`config.mk`:
```
export PLATFORM = sky130hd
export DESIGN_NAME = xa_stream_decoder
export DESIGN_NICKNAME = d
export VERILOG_FILES = /design/src/rtl/xa_stream_decoder.sv
export SDC_FILE = /design/constraint.sdc
export NUM_CORES = 1
export LEC_CHECK = 0
export ABC_CLOCK_PERIOD_IN_PS = 3400
export CAP_MARGIN = 5
export CELL_PAD_IN_SITES_DETAIL_PLACEMENT = 1
export CELL_PAD_IN_SITES_GLOBAL_PLACEMENT = 2
export CORE_MARGIN = 2
export CORE_UTILIZATION = 29
export CTS_CLUSTER_DIAMETER = 30
export DETAILED_ROUTE_END_ITERATION = 6
export PLACE_DENSITY = 0.93
export SKIP_LAST_GASP = 1
export SLEW_MARGIN = 5
export SYNTH_ARGS = -nofsm -noshare
export SYNTH_HDL_FRONTEND = slang
export SYNTH_SLANG_ARGS = --single-unit
```
`constraint.sdc`:
```
create_clock -name clk -period 3.4 [get_ports clk]
set_clock_uncertainty 0.2 [all_clocks]
set_input_delay 0.68 -clock clk [delete_from_list [all_inputs] [get_ports clk]]
set_output_delay 0.68 -clock clk [all_outputs]
set_load 0.03 [all_outputs]
```
`src/rtl/xa_stream_decoder.sv`:
```
// xa_stream_decoder
//  Receive-side decoder for a stateful XOR/AND combiner. The combiner starts
//  with c=0. When its previous c was 0 it emits c=a^b, and when its previous
//  c was 1 it emits c=a&b. This block follows the combiner's mode from the
//  observed (b,c) stream and recovers a. It flags samples where a is
//  ambiguous, and samples the combiner cannot produce.
//
// Ports
//  clk, rst_n            clock, synchronous active-low reset
//  in_valid/in_ready     (b,c) sample handshake; in_ready = !out_valid | out_ready
//  in_b, in_c            combiner input b and combiner output c
//  resync                force the tracked mode back to 0 at the next edge
//  out_valid/out_ready   decoded-sample handshake (1-entry output register)
//  out_a, out_known      recovered a; out_known=0 means ambiguous or illegal
//  err                   sticky illegal-sample flag
//  amb_count             ambiguous-sample count, saturating
//  sample_count          accepted-sample count, wrapping
module xa_stream_decoder #(
  parameter int CNT_W = 8
) (
  input  logic             clk,
  input  logic             rst_n,
  input  logic             in_valid,
  output logic             in_ready,
  input  logic             in_b,
  input  logic             in_c,
  input  logic             resync,
  output logic             out_valid,
  input  logic             out_ready,
  output logic             out_a,
  output logic             out_known,
  output logic             err,
  output logic [CNT_W-1:0] amb_count,
  output logic [CNT_W-1:0] sample_count
);

  logic             mode_q, mode_d;
  logic             out_valid_q, out_valid_d;
  logic             out_a_q, out_a_d;
  logic             out_known_q, out_known_d;
  logic             err_q, err_d;
  logic [CNT_W-1:0] amb_q, amb_d;
  logic [CNT_W-1:0] cnt_q, cnt_d;
  logic             accept;

  assign in_ready = !out_valid_q || out_ready;
  assign accept   = in_valid && in_ready;

  always_comb begin
    mode_d      = mode_q;
    out_valid_d = out_valid_q;
    out_a_d     = out_a_q;
    out_known_d = out_known_q;
    err_d       = err_q;
    amb_d       = amb_q;
    cnt_d       = cnt_q;

    if (out_valid_q && out_ready) begin
      out_valid_d = 1'b0;
    end

    if (accept) begin
      out_valid_d = 1'b1;
      cnt_d       = cnt_q + 1'b1;
      // The combiner's next mode is simply the c it just produced, illegal or not.
      mode_d      = in_c;
      if (!mode_q) begin
        out_a_d     = in_c ^ in_b;
        out_known_d = 1'b1;
      end else if (in_b) begin
        out_a_d     = in_c;
        out_known_d = 1'b1;
      end else begin
        // AND mode with b=0: c must be 0 and then a could be either value.
        out_a_d     = 1'b0;
        out_known_d = 1'b0;
        if (in_c) begin
          err_d = 1'b1;
        end else if (amb_q != {CNT_W{1'b1}}) begin
          amb_d = amb_q + 1'b1;
        end
      end
    end

    // resync wins over the mode update, but the sample above used the old mode.
    if (resync) begin
      mode_d = 1'b0;
    end
  end

  always_ff @(posedge clk) begin
    if (!rst_n) begin
      mode_q      <= 1'b0;
      out_valid_q <= 1'b0;
      out_a_q     <= 1'b0;
      out_known_q <= 1'b0;
      err_q       <= 1'b0;
      amb_q       <= '0;
      cnt_q       <= '0;
    end else begin
      mode_q      <= mode_d;
      out_valid_q <= out_valid_d;
      out_a_q     <= out_a_d;
      out_known_q <= out_known_d;
      err_q       <= err_d;
      amb_q       <= amb_d;
      cnt_q       <= cnt_d;
    end
  end

  assign out_valid    = out_valid_q;
  assign out_a        = out_a_q;
  assign out_known    = out_known_q;
  assign err          = err_q;
  assign amb_count    = amb_q;
  assign sample_count = cnt_q;

endmodule
```
==> Flow_metrics.wiki, run 1 <==
{| class="wikitable"
! Metric !! Value
|-
| Overflow left after global routing || 0
|-
| Worst rel slew slack || 63.8%
|-
| Clock Latency Late Sink || 310 ps
|-
| Overall die area || 3970 sq um
|-
| Post-synthesis cell type count || 36
|-
| Total length of routed wires || 2400 microns
|-
| Number of setup buffers added after CTS || 0
|-
| Clock-pin slew of the registers on the worst-case setup and hold paths || 110 ps
|-
| Die Width || 63.0 microns
|-
| Number of CTS-inserted buffers || 3
|-
| Via count of the first global-routing pass || 949
|-
| CTS tree || yes
|-
| Post-synth EDFFs || 0
|-
| Post-synthesis net count || 125
|-
| Initial Utilization || 30.3%
|-
| Routed vias/inst || 4.87
|-
| Net switching power || 0.000117 W
|-
| Number of port buffers || 27
|-
| Critical path endpoint category || primary output
|-
| Hold Buf Count CTS || 0
|-
| Area of all placed cells without fillers || 1350 sq um
|-
| Number of placement rows || 21
|-
| Residual antenna-violating net count after detailed routing || 0
|-
| Hold_ws || 296 ps
|-
| Maximum fanout along the worst path || 5
|-
| Cell Area, Placed || 1320 sq um
|-
| CP Data Required Time || 2520 ps
|-
| Last weighted congestion value of the routability-driven placer || 0.793
|-
| Highest ir drop seen on vdd || 255 uV
|-
| Iteration-0 DRC Markers || 81
|-
| Crit path DAT || 2160 ps
|-
| Yosys warns || 0
|-
| CTS Root Buffer Type || sky130_fd_sc_hd__clkbuf_4
|-
| First-pass GRT wire length || 4320 microns
|-
| Synth Flop Type || sky130_fd_sc_hd__dfxtp_1
|-
| Setup repair after global routing missed its margin || no
|-
| Worst min path class || reg -> reg
|-
| Sequential share of power || 58.8%
|-
| Most common library cell in the layout ignoring fill and taps || sky130_fd_sc_hd__clkdlybuf4s50_1
|-
| Launching element type of the critical path || primary input
|-
| Diodes inserted || 0
|-
| Number of gates given a new drive strength after cts || 0
|-
| Total of endpoints with negative setup slack in the final report || 0
|-
| Synth Instances || 113
|-
| Layout net count || 155
|-
| Pre-CTS setup slack || 355 ps
|-
| Sequential area share after synthesis || 41.6%
|-
| Max-capacitance violation count || 0
|-
| Result of the run || completed
|-
| Layout cell share with drive strength beyond 1 || 5.63%
|-
| Total negative slack for setup checks || 0 ps
|-
| H-tree levels || 1
|-
| Via count of the routed design || 916
|-
| Core occupancy in the finished layout || 40.3%
|-
| Maximum root-to-sink buffer count || 2
|-
| Category of the critical setup timing path || in -> out
|-
| P_leak || 0.483 nW
|-
| Antenna violations before repair || 0
|-
| Chip height || 63.0 microns
|-
| Io pins || 28
|-
| Mapped cell area || 1010 sq um
|-
| Sink count of the clock tree || 21
|-
| F_max || 0.329 GHz
|-
| Core region area || 3340 sq um
|-
| Crit share post-route || 89.4%
|-
| DRT Pass-1 Iters || 4
|-
| Overall track demand over capacity in global routing || 13.5%
|-
| Clock power share || 27.9%
|-
| Tightest Pin Transition || 541 ps
|-
| PwrDens || 325 nW/um^2
|-
| Syn-to-layout area delta || 33.3%
|-
| Half-perimeter wire length after detailed placement || 1810 microns
|-
| Minimum clock period after layout || 3040 ps
|-
| Post-synthesis register bit count || 21
|-
| Setup WS post-layout || 361 ps
|-
| Top library cells by usage in the layout, fill and taps aside || sky130_fd_sc_hd__clkdlybuf4s50_1, sky130_fd_sc_hd__dfxtp_1, sky130_fd_sc_hd__nor2_1
|-
| Fraction of power spent switching nets || 26.8%
|-
| Maximum number of pins on one net before global-route repair || 20
|-
| Post-Synthesis Mean Instance Area || 8.94 sq um
|-
| Internal power contribution || 0.000320 W
|-
| Asr flop ratio synth || 0%
|-
| Pins over their slew limit || 0
|-
| Number of hold-slack violations in the final timing report || 0
|-
| Routed length per instance || 12.8 microns
|-
| Logic gate share of total power || 13.3%
|-
| Residual DRC count || 0
|}
-- synth_stat cells (2+ instances only) --
| master | instances | area share (%) |
|---|---|---|
| sky130_fd_sc_hd__and2_1 | 2 | 1.2 |
| sky130_fd_sc_hd__a21oi_1 | 8 | 4.0 |
| sky130_fd_sc_hd__nand3_1 | 5 | 2.5 |
| sky130_fd_sc_hd__and4_1 | 2 | 1.7 |
| sky130_fd_sc_hd__nor2_1 | 14 | 5.2 |
| sky130_fd_sc_hd__inv_1 | 3 | 1.1 |
| sky130_fd_sc_hd__o21ai_0 | 2 | 0.99 |
| sky130_fd_sc_hd__mux2i_1 | 2 | 2.0 |
| sky130_fd_sc_hd__buf_6 | 2 | 2.2 |
| sky130_fd_sc_hd__nor3_1 | 3 | 1.5 |
| sky130_fd_sc_hd__clkinv_1 | 2 | 0.74 |
| sky130_fd_sc_hd__o31ai_1 | 2 | 1.5 |
| sky130_fd_sc_hd__ha_1 | 5 | 6.2 |
| sky130_fd_sc_hd__nand2_1 | 6 | 2.2 |
| sky130_fd_sc_hd__dfxtp_1 | 21 | 42 |
| sky130_fd_sc_hd__nand4_1 | 7 | 4.3 |
| sky130_fd_sc_hd__or4_1 | 2 | 1.5 |
| sky130_fd_sc_hd__and3_1 | 2 | 1.2 |
| sky130_fd_sc_hd__xor2_1 | 6 | 5.2 |
-- area by class of cell --
type / count / area (sq um)
Clock inverter: 1 / 5.00
Tap cell: 46 / 57.6
Clock buffer: 3 / 22.5
Inverter: 6 / 25.0
Timing Repair Buffer: 28 / 278
Multi-Input combinational cell: 83 / 538
Sequential cell: 21 / 420
Fill cell: 402 / 1990
-- sequential cells by signal (all words and copies together), names as in the netlist --
signal and flops:
out_valid 1, sample_count 8, mode_q 1, err 1, out_a 1, amb_count 8
out_known 1
-- per-stage QoR --
step / instances / total power [W]
2_1_floorplan: 113 / 0.000296
3_3_place_gp: 184 / 0.000320
6_report: 188 / 0.000438
5_1_grt: 188 / 0.000466
4_1_cts: 188 / 0.000446
3_5_place_dp: 184 / 0.000322
-- critical path: stages --
cell and delay, ps:
sky130_fd_sc_hd__clkdlybuf4s50_1 400, sky130_fd_sc_hd__nor2b_1 320, sky130_fd_sc_hd__clkinv_1 150, sky130_fd_sc_hd__clkdlybuf4s50_1 610
-- final timing paths --
| check | from | cells after the start | endpoint | slack, ps |
|---|---|---|---|---|
| max reg2reg | out_valid | 4 | amb_count[4] | 1470 |
| min | err | 2 | err | 300 |
| min reg2reg | err | 2 | err | 300 |
| max | out_ready | 4 | in_ready | 360 |
-- logic make-up (layout without fill, tap and decap cells) --
| family | after synthesis | after routing | share of synthesized area [%] |
|---|---|---|---|
| XOR/XNOR | 7 | 7 | 6.07 |
| buffers and inverters | 9 | 38 | 5.08 |
| flip-flops | 21 | 21 | 41.6 |
| AO/OA/AOI/OAI | 18 | 18 | 11.4 |
| multiplexers | 2 | 2 | 1.98 |
| adder cells (fa/ha/maj) | 5 | 5 | 6.20 |
| AND/OR/NAND/NOR | 51 | 51 | 27.6 |
-- power groups by stage --
stage	Sequential [W]	Combinational (W)	Clock, W
final	0.000258	0.0000581	0.000122
after global routing	0.000259	0.0000645	0.000142
after CTS	0.000258	0.0000588	0.000130
after detailed placement	0.000263	0.0000586	0
after global placement	0.000263	0.0000575	0
after floorplan	0.000273	0.0000231	0
-- per-layer routing --
metal / vias to the layer above / track usage (%) / part of all wire (%)
met2: 16 / 22.6 / 50
met5: - / 0 / 0
met3: 0 / 4.14 / 3.5
li1: 468 / - / -
met1: 432 / 16.3 / 46
met4: 0 / 4.72 / 0
No activity file was read; power rests on OpenSTA's default activity.
==> run 2: changes to the inputs <==
--- a/config.mk
+++ b/config.mk
@@ -9,6 +9,7 @@
 export CAP_MARGIN = 5
 export CELL_PAD_IN_SITES_DETAIL_PLACEMENT = 1
 export CELL_PAD_IN_SITES_GLOBAL_PLACEMENT = 2
+export CORE_ASPECT_RATIO = 0.8
 export CORE_MARGIN = 2
 export CORE_UTILIZATION = 29
 export CTS_CLUSTER_DIAMETER = 30
@@ -19,3 +20,4 @@
 export SYNTH_ARGS = -nofsm -noshare
 export SYNTH_HDL_FRONTEND = slang
 export SYNTH_SLANG_ARGS = --single-unit
+export TNS_END_PERCENT = 30
==> run 2 against run 1 <==
Effect of this change: maximum frequency is 0.48% higher; clock power is 32% higher; die area hardly changed; cell area is 1.6% higher; critical path type unchanged; first-iteration DRC count is 68% lower; sequential share of layout area is 0.49 points lower; critical endpoint unchanged.
==> Flow_metrics.wiki, run 2 (same netlist as run 1, synthesis figures left out) <==
{| class="wikitable"
! Metric !! Value
|-
| Result of the run || completed
|-
| Origin of the worst min-delay path || err
|-
| Crit share post-route || 88.9% (-0.43 points)
|-
| Routed vias/inst || 4.97 (+2.1%)
|-
| Placed cells || 181 (-1.6%)
|-
| Io pins || 28 (unchanged)
|-
| Launching element type of the critical path || primary input
|-
| Worst stage delay on the critical path || 610 ps (about the same)
|-
| Category of the critical setup timing path || in -> out
|-
| DRT Pass-1 Iters || 4 (unchanged)
|-
| Number of placement rows || 19 (-9.5%)
|-
| Total of endpoints with negative setup slack in the final report || 0 (unchanged)
|-
| Top library cells by usage in the layout, fill and taps aside || sky130_fd_sc_hd__clkdlybuf4s50_1, sky130_fd_sc_hd__dfxtp_1, sky130_fd_sc_hd__nor2_1
|-
| Chip height || 56.8 microns (-9.9%)
|-
| Overall die area || 3970 sq um (about the same)
|-
| Maximum root-to-sink buffer count || 2 (unchanged)
|-
| Number of gates given a new drive strength after cts || 0 (unchanged)
|-
| Cells traversed along the worst timing path || clkdlybuf4s50_1, nor2b_1, clkinv_1, clkdlybuf4s50_1
|-
| Half-perimeter wire length after detailed placement || 1960 microns (+8.1%)
|-
| First-pass GRT wire length || 4360 microns (+0.95%)
|-
| Fin cells || 185 (-1.6%)
|-
| Iteration-0 DRC Markers || 26 (-68%)
|-
| Slowest CP cell || sky130_fd_sc_hd__clkdlybuf4s50_1
|-
| CP Data Required Time || 2520 ps (about the same)
|-
| Number of buffers and inverters on the critical path || 3 (unchanged)
|-
| Reg2Reg Depth || 4 (unchanged)
|-
| Critical path endpoint category || primary output
|-
| Routed length per instance || 14.2 microns (+12%)
|-
| Total negative slack for setup checks || 0 ps (unchanged)
|-
| Clock-pin slew of the registers on the worst-case setup and hold paths || 80 ps (-30 ps)
|-
| WHS Endpoint || err
|-
| Critical register-to-register path endpoint || amb_count[3]
|-
| Pins over their slew limit || 0 (unchanged)
|-
| Reg-to-Reg Start || out_valid
|-
| F_max || 0.331 GHz (+0.48%)
|-
| Number of CTS-inserted buffers || 3 (unchanged)
|-
| P_leak || 0.495 nW (+2.6%)
|-
| Setup repair after global routing missed its margin || no
|-
| Antenna violations before repair || 0 (unchanged)
|-
| Worst rel slew slack || 61.0% (-2.7 points)
|-
| Worst min path class || reg -> reg
|-
| Hold_ws || 290 ps (-6.08 ps)
|-
| Initial Utilization || 29.9% (-0.35 points)
|-
| Hold Path Stages || 2 (unchanged)
|-
| Design Power || 0.000479 W (+9.5%)
|-
| PwrDens || 351 nW/um^2 (+7.8%)
|-
| Most common library cell in the layout ignoring fill and taps || sky130_fd_sc_hd__clkdlybuf4s50_1
|-
| CTS tree || yes
|-
| Crit path DAT || 2140 ps (-20 ps)
|-
| Number of setup buffers added after CTS || 0 (unchanged)
|-
| Die Width || 70.0 microns (+11%)
|-
| Layout cell share with drive strength beyond 1 || 6.29% (+0.66 points)
|-
| Sink count of the clock tree || 21 (unchanged)
|-
| Residual antenna-violating net count after detailed routing || 0 (unchanged)
|-
| Number of port buffers || 27 (unchanged)
|-
| Worst path most repeated cell || sky130_fd_sc_hd__clkdlybuf4s50_1
|-
| Diodes inserted || 0 (unchanged)
|-
| Core region area || 3380 sq um (+1.2%)
|-
| CP Launch Point || out_ready
|-
| Highest ir drop seen on vdd || 159 uV (-38%)
|-
| H-tree levels || 1 (unchanged)
|-
| Family with the most delay on the worst path || buffers and inverters
|-
| Register-to-register setup slack || 1480 ps (about the same)
|-
| Total length of routed wires || 2630 microns (+9.8%)
|-
| Last weighted congestion value of the routability-driven placer || 0.782 (-1.3%)
|-
| Maximum fanout along the worst path || 5 (unchanged)
|-
| Residual DRC count || 0 (unchanged)
|-
| Tightest Pin Transition || 581 ps (+39.6 ps)
|-
| Overall track demand over capacity in global routing || 13.6% (+0.060 points)
|-
| Via count of the routed design || 920 (+0.44%)
|-
| CTS Root Buffer Type || sky130_fd_sc_hd__clkbuf_8
|-
| Number of hold-slack violations in the final timing report || 0 (unchanged)
|-
| Layout net count || 156 (+0.65%)
|-
| Max-capacitance violation count || 0 (unchanged)
|-
| Minimum clock period after layout || 3020 ps (-14.6 ps)
|-
| Maximum number of pins on one net before global-route repair || 20 (unchanged)
|-
| Clock Latency Late Sink || 260 ps (-50 ps)
|-
| Hold Buf Count CTS || 0 (unchanged)
|-
| Syn-to-layout area delta || 35.4%
|-
| Overflow left after global routing || 0 (unchanged)
|-
| Via count of the first global-routing pass || 942 (-0.74%)
|-
| WP depth || 4 (unchanged)
|}
## run 2: cell count changes in the layout (fill, tap and decap cells not counted)
cell / delta
sky130_fd_sc_hd__clkbuf_4: -3
sky130_fd_sc_hd__clkbuf_8: +3
sky130_fd_sc_hd__buf_4: +1
## run 2: how the worst max path moves through the flow
stage / end / slack (ps)
final: in_ready / 380
after global routing: in_ready / 220
after CTS: in_ready / 350
after detailed placement: in_ready / 360
after global placement: in_ready / 420
after floorplan: amb_count[4] / 1100
## run 2: worst register-to-register path, stage by stage, from the launching register on
cell and delay, ps:
sky130_fd_sc_hd__dfxtp_1 320, sky130_fd_sc_hd__nor2b_1 180, sky130_fd_sc_hd__or3_4 450, sky130_fd_sc_hd__or4_1 520
sky130_fd_sc_hd__a21oi_1 160
## run 2: per-stage QoR
step	cell area, sq um	setup WS, ps	util (%)
global route	1370	215	40.5
CTS	1370	350	40.5
detailed placement	1320	358	39.1
floorplan	1010	1100	-
global placement	1320	422	39.1
finish	1370	376	40.5
## run 2: final cells by class
class | count | area [sq um]
sequential | 21 | 420
clock inverter | 1 | 5.00
timing repair buffer | 29 | 285
tap | 42 | 52.6
multi-input combinational | 83 | 538
clock buffer | 3 | 41.3
inverter | 6 | 25.0
fill | 403 | 2010
## run 2: metal layers
layer  track usage [%]  up-vias  wire length [microns]
met1              17.7      435                   1280
met2              23.3       16                   1280
met3              3.05        0                     76
li1                  -      469                      -
met4              2.47        0                      0
met5                 0        -                      0
## run 2: power by group
part	leakage (nW)	internal (W)	total, W	switching, W
sequential	0.170	0.000252	0.000258	0.00000629
clock	0.0255	0.0000815	0.000161	0.0000799
combinational	0.299	0.0000256	0.0000600	0.0000344
total	0.495	0.000359	0.000479	0.000121
